**src/rtl/spi_master_byte_if.sv**
```systemverilog
// Host-side byte handshake plus SPI pin bundle for spi_master_byte.
// master modport is the initiator's view; slave modport is the host/pin side.
interface spi_master_byte_if;
    logic       start;
    logic [7:0] tx_byte;
    logic       busy;
    logic       done;
    logic [7:0] rx_byte;
    logic       SCK;
    logic       MOSI;
    logic       MISO;
    logic       SSEL;

    modport master (
        input  start, tx_byte, MISO,
        output busy, done, rx_byte, SCK, MOSI, SSEL
    );

    modport slave (
        output start, tx_byte, MISO,
        input  busy, done, rx_byte, SCK, MOSI, SSEL
    );
endinterface

```
**src/rtl/spi_master_byte.sv**
```systemverilog
// SPI mode-0 initiator, one 8-bit MSB-first full-duplex transfer per start.
// Define SPI_MASTER_HOLD_EN to add ssel_hold and a HOLD state for multi-byte frames.
module spi_master_byte #(
    parameter int CLK_DIV  = 4,
    parameter int CS_SETUP = 2,
    parameter int CS_IDLE  = 2
) (
    input  logic clk,
    input  logic rst_n,
`ifdef SPI_MASTER_HOLD_EN
    input  logic ssel_hold,
`endif
    spi_master_byte_if.master bus
);

    localparam int CNT_MAX = (CLK_DIV > CS_SETUP) ?
                             ((CLK_DIV > CS_IDLE) ? CLK_DIV : CS_IDLE) :
                             ((CS_SETUP > CS_IDLE) ? CS_SETUP : CS_IDLE);
    localparam int CW = $clog2(CNT_MAX + 1);
    localparam logic [CW-1:0] DIV_LAST   = CW'(CLK_DIV - 1);
    localparam logic [CW-1:0] SETUP_LAST = CW'(CS_SETUP - 1);
    localparam logic [CW-1:0] IDLE_LAST  = CW'(CS_IDLE - 1);

    typedef enum logic [2:0] {IDLE, SETUP, XFER, GAP, HOLD} state_t;

    state_t          state_q, state_d;
    logic [CW-1:0]   cnt_q, cnt_d;
    logic [3:0]      bitcnt_q, bitcnt_d;
    logic [7:0]      tx_sh_q, tx_sh_d;
    logic [7:0]      rx_sh_q, rx_sh_d;
    logic [7:0]      rx_byte_q, rx_byte_d;
    logic            sck_q, sck_d;
    logic            mosi_q, mosi_d;
    logic            ssel_q, ssel_d;
    logic            busy_q, busy_d;
    logic            done_q, done_d;

    always_comb begin
        state_d   = state_q;
        cnt_d     = cnt_q;
        bitcnt_d  = bitcnt_q;
        tx_sh_d   = tx_sh_q;
        rx_sh_d   = rx_sh_q;
        rx_byte_d = rx_byte_q;
        sck_d     = sck_q;
        mosi_d    = mosi_q;
        ssel_d    = ssel_q;
        busy_d    = busy_q;
        done_d    = 1'b0;
        case (state_q)
            IDLE: begin
                if (bus.start) begin
                    tx_sh_d  = bus.tx_byte;
                    bitcnt_d = '0;
                    cnt_d    = '0;
                    ssel_d   = 1'b0;
                    busy_d   = 1'b1;
                    mosi_d   = bus.tx_byte[7];
                    state_d  = SETUP;
                end
            end
            SETUP: begin
                if (cnt_q == SETUP_LAST) begin
                    cnt_d   = '0;
                    state_d = XFER;
                end else begin
                    cnt_d = cnt_q + 1'b1;
                end
            end
            XFER: begin
                // bitcnt reaching 8 marks the cycle after the last falling edge
                if (bitcnt_q == 4'd8) begin
                    rx_byte_d = rx_sh_q;
                    done_d    = 1'b1;
                    mosi_d    = 1'b0;
                    cnt_d     = '0;
`ifdef SPI_MASTER_HOLD_EN
                    if (ssel_hold) begin
                        busy_d  = 1'b0;
                        state_d = HOLD;
                    end else begin
                        ssel_d  = 1'b1;
                        state_d = GAP;
                    end
`else
                    ssel_d  = 1'b1;
                    state_d = GAP;
`endif
                end else if (cnt_q == DIV_LAST) begin
                    cnt_d = '0;
                    sck_d = ~sck_q;
                    if (!sck_q) begin
                        rx_sh_d = {rx_sh_q[6:0], bus.MISO};
                    end else begin
                        bitcnt_d = bitcnt_q + 4'd1;
                        if (bitcnt_q != 4'd7) begin
                            tx_sh_d = {tx_sh_q[6:0], 1'b0};
                            mosi_d  = tx_sh_q[6];
                        end
                    end
                end else begin
                    cnt_d = cnt_q + 1'b1;
                end
            end
            GAP: begin
                if (cnt_q == IDLE_LAST) begin
                    busy_d  = 1'b0;
                    state_d = IDLE;
                end else begin
                    cnt_d = cnt_q + 1'b1;
                end
            end
`ifdef SPI_MASTER_HOLD_EN
            HOLD: begin
                if (!ssel_hold) begin
                    ssel_d  = 1'b1;
                    busy_d  = 1'b1;
                    cnt_d   = '0;
                    state_d = GAP;
                end else if (bus.start) begin
                    tx_sh_d  = bus.tx_byte;
                    bitcnt_d = '0;
                    cnt_d    = '0;
                    busy_d   = 1'b1;
                    mosi_d   = bus.tx_byte[7];
                    state_d  = XFER;
                end
            end
`endif
            default: state_d = IDLE;
        endcase
    end

    always_ff @(posedge clk or negedge rst_n) begin
        if (!rst_n) begin
            state_q   <= IDLE;
            cnt_q     <= '0;
            bitcnt_q  <= '0;
            tx_sh_q   <= '0;
            rx_sh_q   <= '0;
            rx_byte_q <= '0;
            sck_q     <= 1'b0;
            mosi_q    <= 1'b0;
            ssel_q    <= 1'b1;
            busy_q    <= 1'b0;
            done_q    <= 1'b0;
        end else begin
            state_q   <= state_d;
            cnt_q     <= cnt_d;
            bitcnt_q  <= bitcnt_d;
            tx_sh_q   <= tx_sh_d;
            rx_sh_q   <= rx_sh_d;
            rx_byte_q <= rx_byte_d;
            sck_q     <= sck_d;
            mosi_q    <= mosi_d;
            ssel_q    <= ssel_d;
            busy_q    <= busy_d;
            done_q    <= done_d;
        end
    end

    assign bus.SCK     = sck_q;
    assign bus.MOSI    = mosi_q;
    assign bus.SSEL    = ssel_q;
    assign bus.busy    = busy_q;
    assign bus.done    = done_q;
    assign bus.rx_byte = rx_byte_q;

endmodule

```
**src/flat_wrapper.sv**
```systemverilog
// flat-port wrapper written by rule: the top's interface ports become plain ports
module spi_master_byte_flat 
#(
    parameter int CLK_DIV  = 4,
    parameter int CS_SETUP = 2,
    parameter int CS_IDLE  = 2
)
  (clk, rst_n, bus_start, bus_tx_byte, bus_MISO, bus_busy, bus_done, bus_rx_byte, bus_SCK, bus_MOSI, bus_SSEL);
  spi_master_byte_if bus_i ();
  input  logic clk;
  input  logic rst_n;
  input wire logic [$bits(bus_i.start)-1:0] bus_start;
  input wire logic [$bits(bus_i.tx_byte)-1:0] bus_tx_byte;
  input wire logic [$bits(bus_i.MISO)-1:0] bus_MISO;
  output wire logic [$bits(bus_i.busy)-1:0] bus_busy;
  output wire logic [$bits(bus_i.done)-1:0] bus_done;
  output wire logic [$bits(bus_i.rx_byte)-1:0] bus_rx_byte;
  output wire logic [$bits(bus_i.SCK)-1:0] bus_SCK;
  output wire logic [$bits(bus_i.MOSI)-1:0] bus_MOSI;
  output wire logic [$bits(bus_i.SSEL)-1:0] bus_SSEL;
  assign bus_i.start = bus_start;
  assign bus_i.tx_byte = bus_tx_byte;
  assign bus_i.MISO = bus_MISO;
  assign bus_busy = bus_i.busy;
  assign bus_done = bus_i.done;
  assign bus_rx_byte = bus_i.rx_byte;
  assign bus_SCK = bus_i.SCK;
  assign bus_MOSI = bus_i.MOSI;
  assign bus_SSEL = bus_i.SSEL;
  spi_master_byte #(.CLK_DIV(CLK_DIV), .CS_SETUP(CS_SETUP), .CS_IDLE(CS_IDLE)) u_core (.clk(clk), .rst_n(rst_n), .bus(bus_i));
endmodule
```
**config.mk**
```make
export PLATFORM = sky130hd
export DESIGN_NAME = spi_master_byte_flat
export DESIGN_NICKNAME = d
export VERILOG_FILES = /design/src/rtl/spi_master_byte_if.sv /design/src/rtl/spi_master_byte.sv /design/src/flat_wrapper.sv
export SDC_FILE = /design/constraint.sdc
export NUM_CORES = 1
export LEC_CHECK = 0
export ABC_CLOCK_PERIOD_IN_PS = 4019
export BUFFER_PORTS_ARGS = -buffer_cell sky130_fd_sc_hd__buf_4
export CORE_MARGIN = 8
export CORE_UTILIZATION = 49
export CTS_BUF_LIST = sky130_fd_sc_hd__clkbuf_4 sky130_fd_sc_hd__clkbuf_8
export DETAILED_ROUTE_END_ITERATION = 7
export HOLD_SLACK_MARGIN = 0.1
export PLACE_DENSITY = 0.8
export SLEW_MARGIN = 20
export SYNTH_ARGS = -nofsm -noshare
export SYNTH_HDL_FRONTEND = slang
export SYNTH_SLANG_ARGS = --single-unit
```
**constraint.sdc**
```tcl
create_clock -name clk -period 4.02 [get_ports clk]
set_clock_uncertainty 0.15 [all_clocks]
set_input_delay 0.201 -clock clk [delete_from_list [all_inputs] [get_ports clk]]
set_output_delay 0.201 -clock clk [all_outputs]
set_load 0.05 [all_outputs]
```
==> flow_results.xml, run 1 <==
<?xml version="1.0" encoding="UTF-8"?>
<metrics>
  <group name="worst_setup_path">
    <metric name="worst-r2r-cell-count" unit="">6</metric>
    <metric name="worst_r2r_startpoint" unit="">u_core.state_q[0]</metric>
    <metric name="crit_arrival" unit="ps">3120</metric>
    <metric name="cp-end-kind" unit="">flip-flop</metric>
    <metric name="timing.reg2reg.setup_slack" unit="ps">940</metric>
    <metric name="worst_r2r_endpoint" unit="">u_core.tx_sh_q[0]</metric>
    <metric name="critical_path.startpoint_type" unit="">flip-flop</metric>
    <metric name="crit_fanout" unit="">23</metric>
    <metric name="criticalPathCategory" unit="">reg2reg</metric>
    <metric name="critPathRequiredTime" unit="ps">4050</metric>
  </group>
  <group name="floorplanning">
    <metric name="initial_core_util" unit="%">51.2</metric>
    <metric name="row_count" unit="">22</metric>
    <metric name="ios" unit="">25</metric>
    <metric name="die_w" unit="µm">78.1</metric>
    <metric name="fp.coreArea" unit="mm²">0.00369</metric>
    <metric name="dieArea" unit="mm²">0.00610</metric>
    <metric name="die-height" unit="µm">78.1</metric>
  </group>
  <group name="timing">
    <metric name="grt_setup_unrepaired" unit="">false</metric>
    <metric name="setup_total_negative_slack" unit="ps">0</metric>
    <metric name="layout_min_cycle_time" unit="ps">3080</metric>
    <metric name="worstMarginPinSlew" unit="ps">978</metric>
    <metric name="post-route-worst-setup-slack" unit="ps">937</metric>
    <metric name="worst_slew_margin_rel" unit="%">34.8</metric>
    <metric name="max_freq" unit="MHz">324</metric>
    <metric name="final_cycle_share" unit="%">76.7</metric>
    <metric name="slew_viol_final" unit="">0</metric>
    <metric name="finalSetupViolations" unit="">0</metric>
    <metric name="final-hold-violation-count" unit="">0</metric>
  </group>
  <group name="synth">
    <metric name="yosys_register_bits" unit="">37</metric>
    <metric name="post_synth_inst_count" unit="">176</metric>
    <metric name="postSynthNetCount" unit="">199</metric>
    <metric name="yosys_warnings" unit="">0</metric>
    <metric name="synth-seq-area-share" unit="%">49.1</metric>
    <metric name="post_synth_instance_area" unit="mm²">0.00189</metric>
    <metric name="synth.avg_cell_area" unit="µm²">10.7</metric>
    <metric name="synth.distinct_cells" unit="">38</metric>
  </group>
  <group name="power_and_ir_drop">
    <metric name="leakage" unit="nW">1.23</metric>
    <metric name="p_int" unit="mW">0.602</metric>
    <metric name="vdd.ir_drop.worst" unit="mV">0.253</metric>
    <metric name="switching_share" unit="%">18.9</metric>
    <metric name="power.share.clock" unit="%">45.1</metric>
    <metric name="comb_power_share" unit="%">4.0</metric>
    <metric name="switching_power" unit="mW">0.140</metric>
    <metric name="sequentialPowerShare" unit="%">50.9</metric>
    <metric name="total_power_density_per_cell_area" unit="mW/mm²">321</metric>
  </group>
  <group name="clock_tree">
    <metric name="root_buffer" unit="">sky130_fd_sc_hd__clkbuf_8</metric>
    <metric name="clock_net_sink_count" unit="">37</metric>
    <metric name="cts_post_setup_buffers_inserted" unit="">0</metric>
    <metric name="worstSkewPairLatency" unit="ps">290</metric>
    <metric name="cts.clk_slew.worst_paths" unit="ps">70</metric>
    <metric name="clock_path_buffers" unit="">2</metric>
    <metric name="tritoncts" unit="">built</metric>
    <metric name="h-tree-depth" unit="">2</metric>
    <metric name="cts_buffers" unit="">5</metric>
  </group>
  <group name="routing">
    <metric name="detail_route.wl_per_cell" unit="µm">14.0</metric>
    <metric name="first_iter_violations" unit="">44</metric>
    <metric name="drc" unit="">0</metric>
    <metric name="detail_route.first_pass.iterations" unit="">6</metric>
    <metric name="route.vias.total" unit="">1335</metric>
    <metric name="via_per_inst" unit="">5.13</metric>
    <metric name="antenna_violating_nets_post_route" unit="">0</metric>
    <metric name="wl" unit="µm">3650</metric>
  </group>
  <group name="placement">
    <metric name="dp_worst_setup_slack" unit="ps">978</metric>
    <metric name="port-buffer-count" unit="">24</metric>
    <metric name="place.gp.congestion" unit="">0.802</metric>
    <metric name="hpwlAfterDp" unit="µm">2490</metric>
  </group>
  <group name="global_route">
    <metric name="track_usage" unit="%">12.6</metric>
    <metric name="initial_antenna_violation_count" unit="">0</metric>
    <metric name="grt_start_max_net_pins" unit="">38</metric>
    <metric name="first_global_vias" unit="">1371</metric>
    <metric name="grt_pass1_wl" unit="µm">6300</metric>
    <metric name="overflow" unit="">0</metric>
  </group>
  <group name="min_path">
    <metric name="hp-class" unit="">in2async</metric>
  </group>
  <group name="layout">
    <metric name="post_route_cells_drive_above_1_share" unit="%">23.1</metric>
    <metric name="mostFrequentLayoutCell" unit="">sky130_fd_sc_hd__dfrtp_1</metric>
    <metric name="layout.cells.most_common_list" unit="">sky130_fd_sc_hd__dfrtp_1 (36), sky130_fd_sc_hd__nand2_1 (34), sky130_fd_sc_hd__buf_4 (24)</metric>
    <metric name="syn_to_final_growth" unit="%">22.4</metric>
    <metric name="number_of_antenna_cells_inserted" unit="">0</metric>
    <metric name="final_net_count" unit="">234</metric>
  </group>
  <group name="run_status">
    <metric name="outcome" unit="">finished clean</metric>
  </group>
  <group name="run">
    <metric name="drv_cap" unit="">0</metric>
  </group>
</metrics>
[power by group through the flow]
stage                     Sequential (mW)  Clock [mW]  Combinational (mW)
final                               0.378       0.335              0.0294
after global routing                0.378       0.358              0.0324
after CTS                           0.378       0.345              0.0298
after detailed placement            0.385           0              0.0215
after global placement              0.385           0              0.0213
after floorplan                     0.384           0             0.00490
[cell type report]
type                            instances  area, µm²
Timing Repair Buffer                   35        290
Clock inverter                          1       30.0
Tap cell                               48       60.1
Multi-Input combinational cell        123        877
Fill cell                             307       1380
Inverter                                9       36.3
Clock buffer                            7       90.1
Sequential cell                        37        927
[cells by family (layout without fill, tap and decap cells)]
family / count (synthesis) / count (layout) / share of synthesized area (%)
buffers and inverters: 16 / 52 / 4.44
AND/OR/NAND/NOR: 64 / 64 / 15.8
multiplexers: 19 / 19 / 12.3
adder cells (fa/ha/maj): 11 / 11 / 7.29
AO/OA/AOI/OAI: 29 / 29 / 11.1
flip-flops: 37 / 37 / 49.1
[state kept, by name, indices dropped and copies added (netlist names)]
signal and count:
u_core.cnt_q 3, u_core.bus.SCK 1, u_core.tx_sh_q 7, u_core.bus.busy 1, u_core.bus.done 1, u_core.rx_sh_q 8
u_core.bitcnt_q 4, u_core.bus.MOSI 1, u_core.bus.SSEL 1, u_core.state_q 2, u_core.bus.rx_byte 8
[metrics by stage]
step / hold WS [ps] / instances / area [µm²] / total power [mW] / utilization, %
after detailed placement: 39.2 / 241 / 2080 / 0.406 / 56.4
after floorplan: -245 / 176 / 1890 / 0.389 / -
final: 252 / 260 / 2310 / 0.742 / 62.7
after global placement: 38.2 / 241 / 2080 / 0.406 / 56.4
after global routing: 301 / 260 / 2310 / 0.769 / 62.7
after CTS: 263 / 260 / 2310 / 0.752 / 62.7
[metal layers]
metal,wire [µm],vias to the layer above,GRT usage (%)
met5,0,-,0
met4,43,0,3.89
met3,183,7,4.67
met2,1700,26,20.5
met1,1720,632,15.1
li1,-,670,-
[synth_stat cells, drive strengths merged]
library cell,number,area [µm²]
ha,11,138
nand2b,2,12.5
and4b,2,20.0
or3,2,12.5
and2,1,6.26
nor3,1,5.00
mux2,10,143
a2111oi,1,27.5
mux2i,9,90.1
nor2b,3,18.8
a21oi,11,55.1
nand2,34,128
o32ai,1,8.76
a22o,1,8.76
dfstp,1,26.3
a31oi,1,6.26
nand3,3,15.0
nand3b,3,26.3
or2,1,6.26
o21ai,7,35.0
nor4,1,6.26
o2bb2ai,1,8.76
a211o,2,26.3
clkbuf,1,3.75
a221oi,1,8.76
a31o,1,8.76
dfrtp,36,901
o21bai,2,15.0
nor2,11,41.3
inv,9,36.3
buf,6,43.8
[what timing repair did]
item                       4_1_cts  5_1_grt
setup endpoints to repair        0        0
hold endpoints to repair        47        0
hold buffers                    11        0
resized for setup                0        0
[critical path, cell delays in order (launching register included)]
cell and delay, ps:
sky130_fd_sc_hd__dfrtp_1 420, sky130_fd_sc_hd__inv_1 120, sky130_fd_sc_hd__ha_1 820, sky130_fd_sc_hd__mux2i_1 360, sky130_fd_sc_hd__a2111oi_4 770, sky130_fd_sc_hd__nor2b_1 100
sky130_fd_sc_hd__a31o_2 230
[how the worst max path moves through the flow]
stage / startpoint / endpoint / slack, ps / depth (start not counted)
final: u_core.state_q[0] / u_core.tx_sh_q[0] / 940 / 6
after global routing: u_core.state_q[0] / u_core.tx_sh_q[0] / 690 / 6
after CTS: u_core.state_q[0] / u_core.tx_sh_q[0] / 960 / 6
after detailed placement: u_core.state_q[0] / u_core.tx_sh_q[0] / 980 / 6
after global placement: u_core.state_q[0] / u_core.tx_sh_q[0] / 1120 / 6
after floorplan: u_core.state_q[0] / u_core.rx_sh_q[0] / 1940 / 7
No activity file was read; power rests on OpenSTA's default activity.
==> run 2, diff against run 1 <==
--- a/config.mk
+++ b/config.mk
@@ -5,7 +5,7 @@
 export SDC_FILE = /design/constraint.sdc
 export NUM_CORES = 1
 export LEC_CHECK = 0
-export ABC_CLOCK_PERIOD_IN_PS = 4019
+export ABC_CLOCK_PERIOD_IN_PS = 3200
 export BUFFER_PORTS_ARGS = -buffer_cell sky130_fd_sc_hd__buf_4
 export CORE_MARGIN = 8
 export CORE_UTILIZATION = 49
==> constraint.sdc (replaced) <==
create_clock -name clk -period 3.2 [get_ports clk]
set_clock_uncertainty 0.15 [all_clocks]
set_input_delay 0.16 -clock clk [delete_from_list [all_inputs] [get_ports clk]]
set_output_delay 0.16 -clock clk [all_outputs]
set_load 0.05 [all_outputs]
==> run 2 against run 1 <==
Against the previous run:
- total power is 26% higher
- sequential share of layout area is 0.26 points lower
- die area stayed put
- utilization is 0.41 points higher
- design area is 0.65% higher
- first-iteration DRC count is 27% higher
- via count is 1.8% higher
- largest power group unchanged
- critical path type unchanged
==> flow_results.xml, run 2 (same netlist as run 1, synthesis figures left out) <==
<?xml version="1.0" encoding="UTF-8"?>
<metrics>
  <group name="routing">
    <metric name="antenna_violating_nets_post_route" unit="">0</metric>
    <metric name="wl" unit="µm">3760</metric>
    <metric name="via_per_inst" unit="">5.19</metric>
    <metric name="first_iter_violations" unit="">56</metric>
    <metric name="route.vias.total" unit="">1359</metric>
    <metric name="detail_route.wl_per_cell" unit="µm">14.4</metric>
    <metric name="drc" unit="">0</metric>
    <metric name="detail_route.first_pass.iterations" unit="">4</metric>
  </group>
  <group name="placement">
    <metric name="hpwlAfterDp" unit="µm">2570</metric>
    <metric name="place.gp.congestion" unit="">0.769</metric>
    <metric name="port-buffer-count" unit="">24</metric>
  </group>
  <group name="worst_setup_path">
    <metric name="criticalPathCategory" unit="">reg2reg</metric>
    <metric name="cp-end-kind" unit="">flip-flop</metric>
    <metric name="crit_arrival" unit="ps">2580</metric>
    <metric name="critical_path.startpoint_type" unit="">flip-flop</metric>
    <metric name="crit_fanout" unit="">14</metric>
    <metric name="critPathRequiredTime" unit="ps">3230</metric>
  </group>
  <group name="floorplanning">
    <metric name="die_w" unit="µm">78.1</metric>
    <metric name="ios" unit="">25</metric>
    <metric name="row_count" unit="">22</metric>
    <metric name="dieArea" unit="mm²">0.00610</metric>
    <metric name="fp.coreArea" unit="mm²">0.00369</metric>
    <metric name="die-height" unit="µm">78.1</metric>
    <metric name="initial_core_util" unit="%">51.2</metric>
  </group>
  <group name="layout">
    <metric name="post_route_cells_drive_above_1_share" unit="%">23.8</metric>
    <metric name="final_net_count" unit="">236</metric>
    <metric name="layout.cells.most_common_list" unit="">sky130_fd_sc_hd__dfrtp_1 (36), sky130_fd_sc_hd__nand2_1 (34), sky130_fd_sc_hd__buf_4 (26)</metric>
    <metric name="number_of_antenna_cells_inserted" unit="">0</metric>
    <metric name="postLayoutCoreUtil" unit="%">63.1</metric>
    <metric name="syn_to_final_growth" unit="%">23.2</metric>
    <metric name="mostFrequentLayoutCell" unit="">sky130_fd_sc_hd__dfrtp_1</metric>
  </group>
  <group name="power_and_ir_drop">
    <metric name="power_after_layout" unit="mW">0.933</metric>
    <metric name="leakage" unit="nW">1.23</metric>
    <metric name="vdd.ir_drop.worst" unit="mV">0.425</metric>
    <metric name="total_power_density_per_cell_area" unit="mW/mm²">401</metric>
  </group>
  <group name="timing">
    <metric name="final.hold.worst_slack" unit="ps">211</metric>
    <metric name="slew_viol_final" unit="">0</metric>
    <metric name="worstMarginPinSlew" unit="ps">735</metric>
    <metric name="final_cycle_share" unit="%">79.7</metric>
    <metric name="setup_total_negative_slack" unit="ps">0</metric>
    <metric name="max_freq" unit="MHz">392</metric>
    <metric name="worst_slew_margin_rel" unit="%">51.0</metric>
    <metric name="final-hold-violation-count" unit="">0</metric>
    <metric name="grt_setup_unrepaired" unit="">false</metric>
    <metric name="layout_min_cycle_time" unit="ps">2550</metric>
    <metric name="finalSetupViolations" unit="">0</metric>
  </group>
  <group name="clock_tree">
    <metric name="cts-resized-gates" unit="">0</metric>
    <metric name="clock_path_buffers" unit="">2</metric>
    <metric name="h-tree-depth" unit="">2</metric>
    <metric name="clock_net_sink_count" unit="">37</metric>
    <metric name="tritoncts" unit="">built</metric>
    <metric name="worstSkewPairLatency" unit="ps">290</metric>
    <metric name="cts_post_setup_buffers_inserted" unit="">0</metric>
    <metric name="cts_buffers" unit="">5</metric>
    <metric name="root_buffer" unit="">sky130_fd_sc_hd__clkbuf_8</metric>
    <metric name="cts.clk_slew.worst_paths" unit="ps">80</metric>
  </group>
  <group name="global_route">
    <metric name="grt_pass1_wl" unit="µm">6580</metric>
    <metric name="initial_antenna_violation_count" unit="">0</metric>
    <metric name="grt_start_max_net_pins" unit="">38</metric>
    <metric name="overflow" unit="">0</metric>
    <metric name="first_global_vias" unit="">1439</metric>
    <metric name="track_usage" unit="%">13.3</metric>
  </group>
  <group name="run_status">
    <metric name="outcome" unit="">finished clean</metric>
  </group>
  <group name="min_path">
    <metric name="hp-class" unit="">in2async</metric>
  </group>
  <group name="run">
    <metric name="drv_cap" unit="">0</metric>
  </group>
</metrics>
## run 2: metrics by stage
stage | std cells | setup slack [ps] | cell area (µm²)
CTS | 262 | 657 | 2330
floorplan | 176 | 1120 | 1890
detailed placement | 243 | 679 | 2100
global placement | 243 | 813 | 2100
global route | 262 | 429 | 2330
finish | 262 | 649 | 2330
## run 2: layer usage
| layer | GRT usage, % | vias up | part of all wire (%) |
|---|---|---|---|
| li1 | - | 675 | - |
| met1 | 16.4 | 646 | 48 |
| met2 | 20.7 | 28 | 45 |
| met3 | 4.56 | 10 | 4.9 |
| met4 | 5.74 | 0 | 2.1 |
| met5 | 0 | - | 0 |
## run 2: final cells by class
type                    count  area (µm²)
fillers                   286        1360
flip-flops and latches     37         927
multi-input cells         123         877
repair buffers             37         305
clock buffers               6        82.6
well taps                  48        60.1
clock inverters             2        37.5
inverters                   9        36.3
## run 2: power breakdown
| group | switching (mW) | total, mW | internal, mW |
|---|---|---|---|
| registers | 0.00332 | 0.475 | 0.471 |
| clock network | 0.168 | 0.421 | 0.253 |
| logic | 0.0149 | 0.0377 | 0.0227 |
## run 2: worst max-delay path, cell delays in order (launching register included)
cell                        delay (ps)
sky130_fd_sc_hd__dfrtp_1           410
sky130_fd_sc_hd__inv_1              90
sky130_fd_sc_hd__ha_1              260
sky130_fd_sc_hd__inv_2             130
sky130_fd_sc_hd__or2_1             320
sky130_fd_sc_hd__inv_4             140
sky130_fd_sc_hd__a2111oi_4         600
sky130_fd_sc_hd__nor2b_1           100
sky130_fd_sc_hd__a31o_2            240
## run 2: what timing repair did
action | in CTS | in global routing
hold buffers | 11 | 0
setup endpoints to repair | 0 | 0
hold endpoints to repair | 48 | 0
## run 2: path summary, 6_finish.rpt
| check | slack (ps) | cells after the start | from | endpoint |
|---|---|---|---|---|
| min in group clk | 330 | 2 | u_core.bus.rx_byte[3] | u_core.bus.rx_byte[3] |
| setup reg to reg | 650 | 8 | u_core.state_q[0] | u_core.tx_sh_q[0] |
| setup / recovery | 650 | 8 | u_core.state_q[0] | u_core.tx_sh_q[0] |
| hold reg to reg | 330 | 2 | u_core.bus.rx_byte[3] | u_core.bus.rx_byte[3] |
| hold / removal | 210 | 2 | rst_n | u_core.rx_sh_q[0] |
| max in group asynchronous | 2340 | 2 | rst_n | u_core.bus.SSEL |
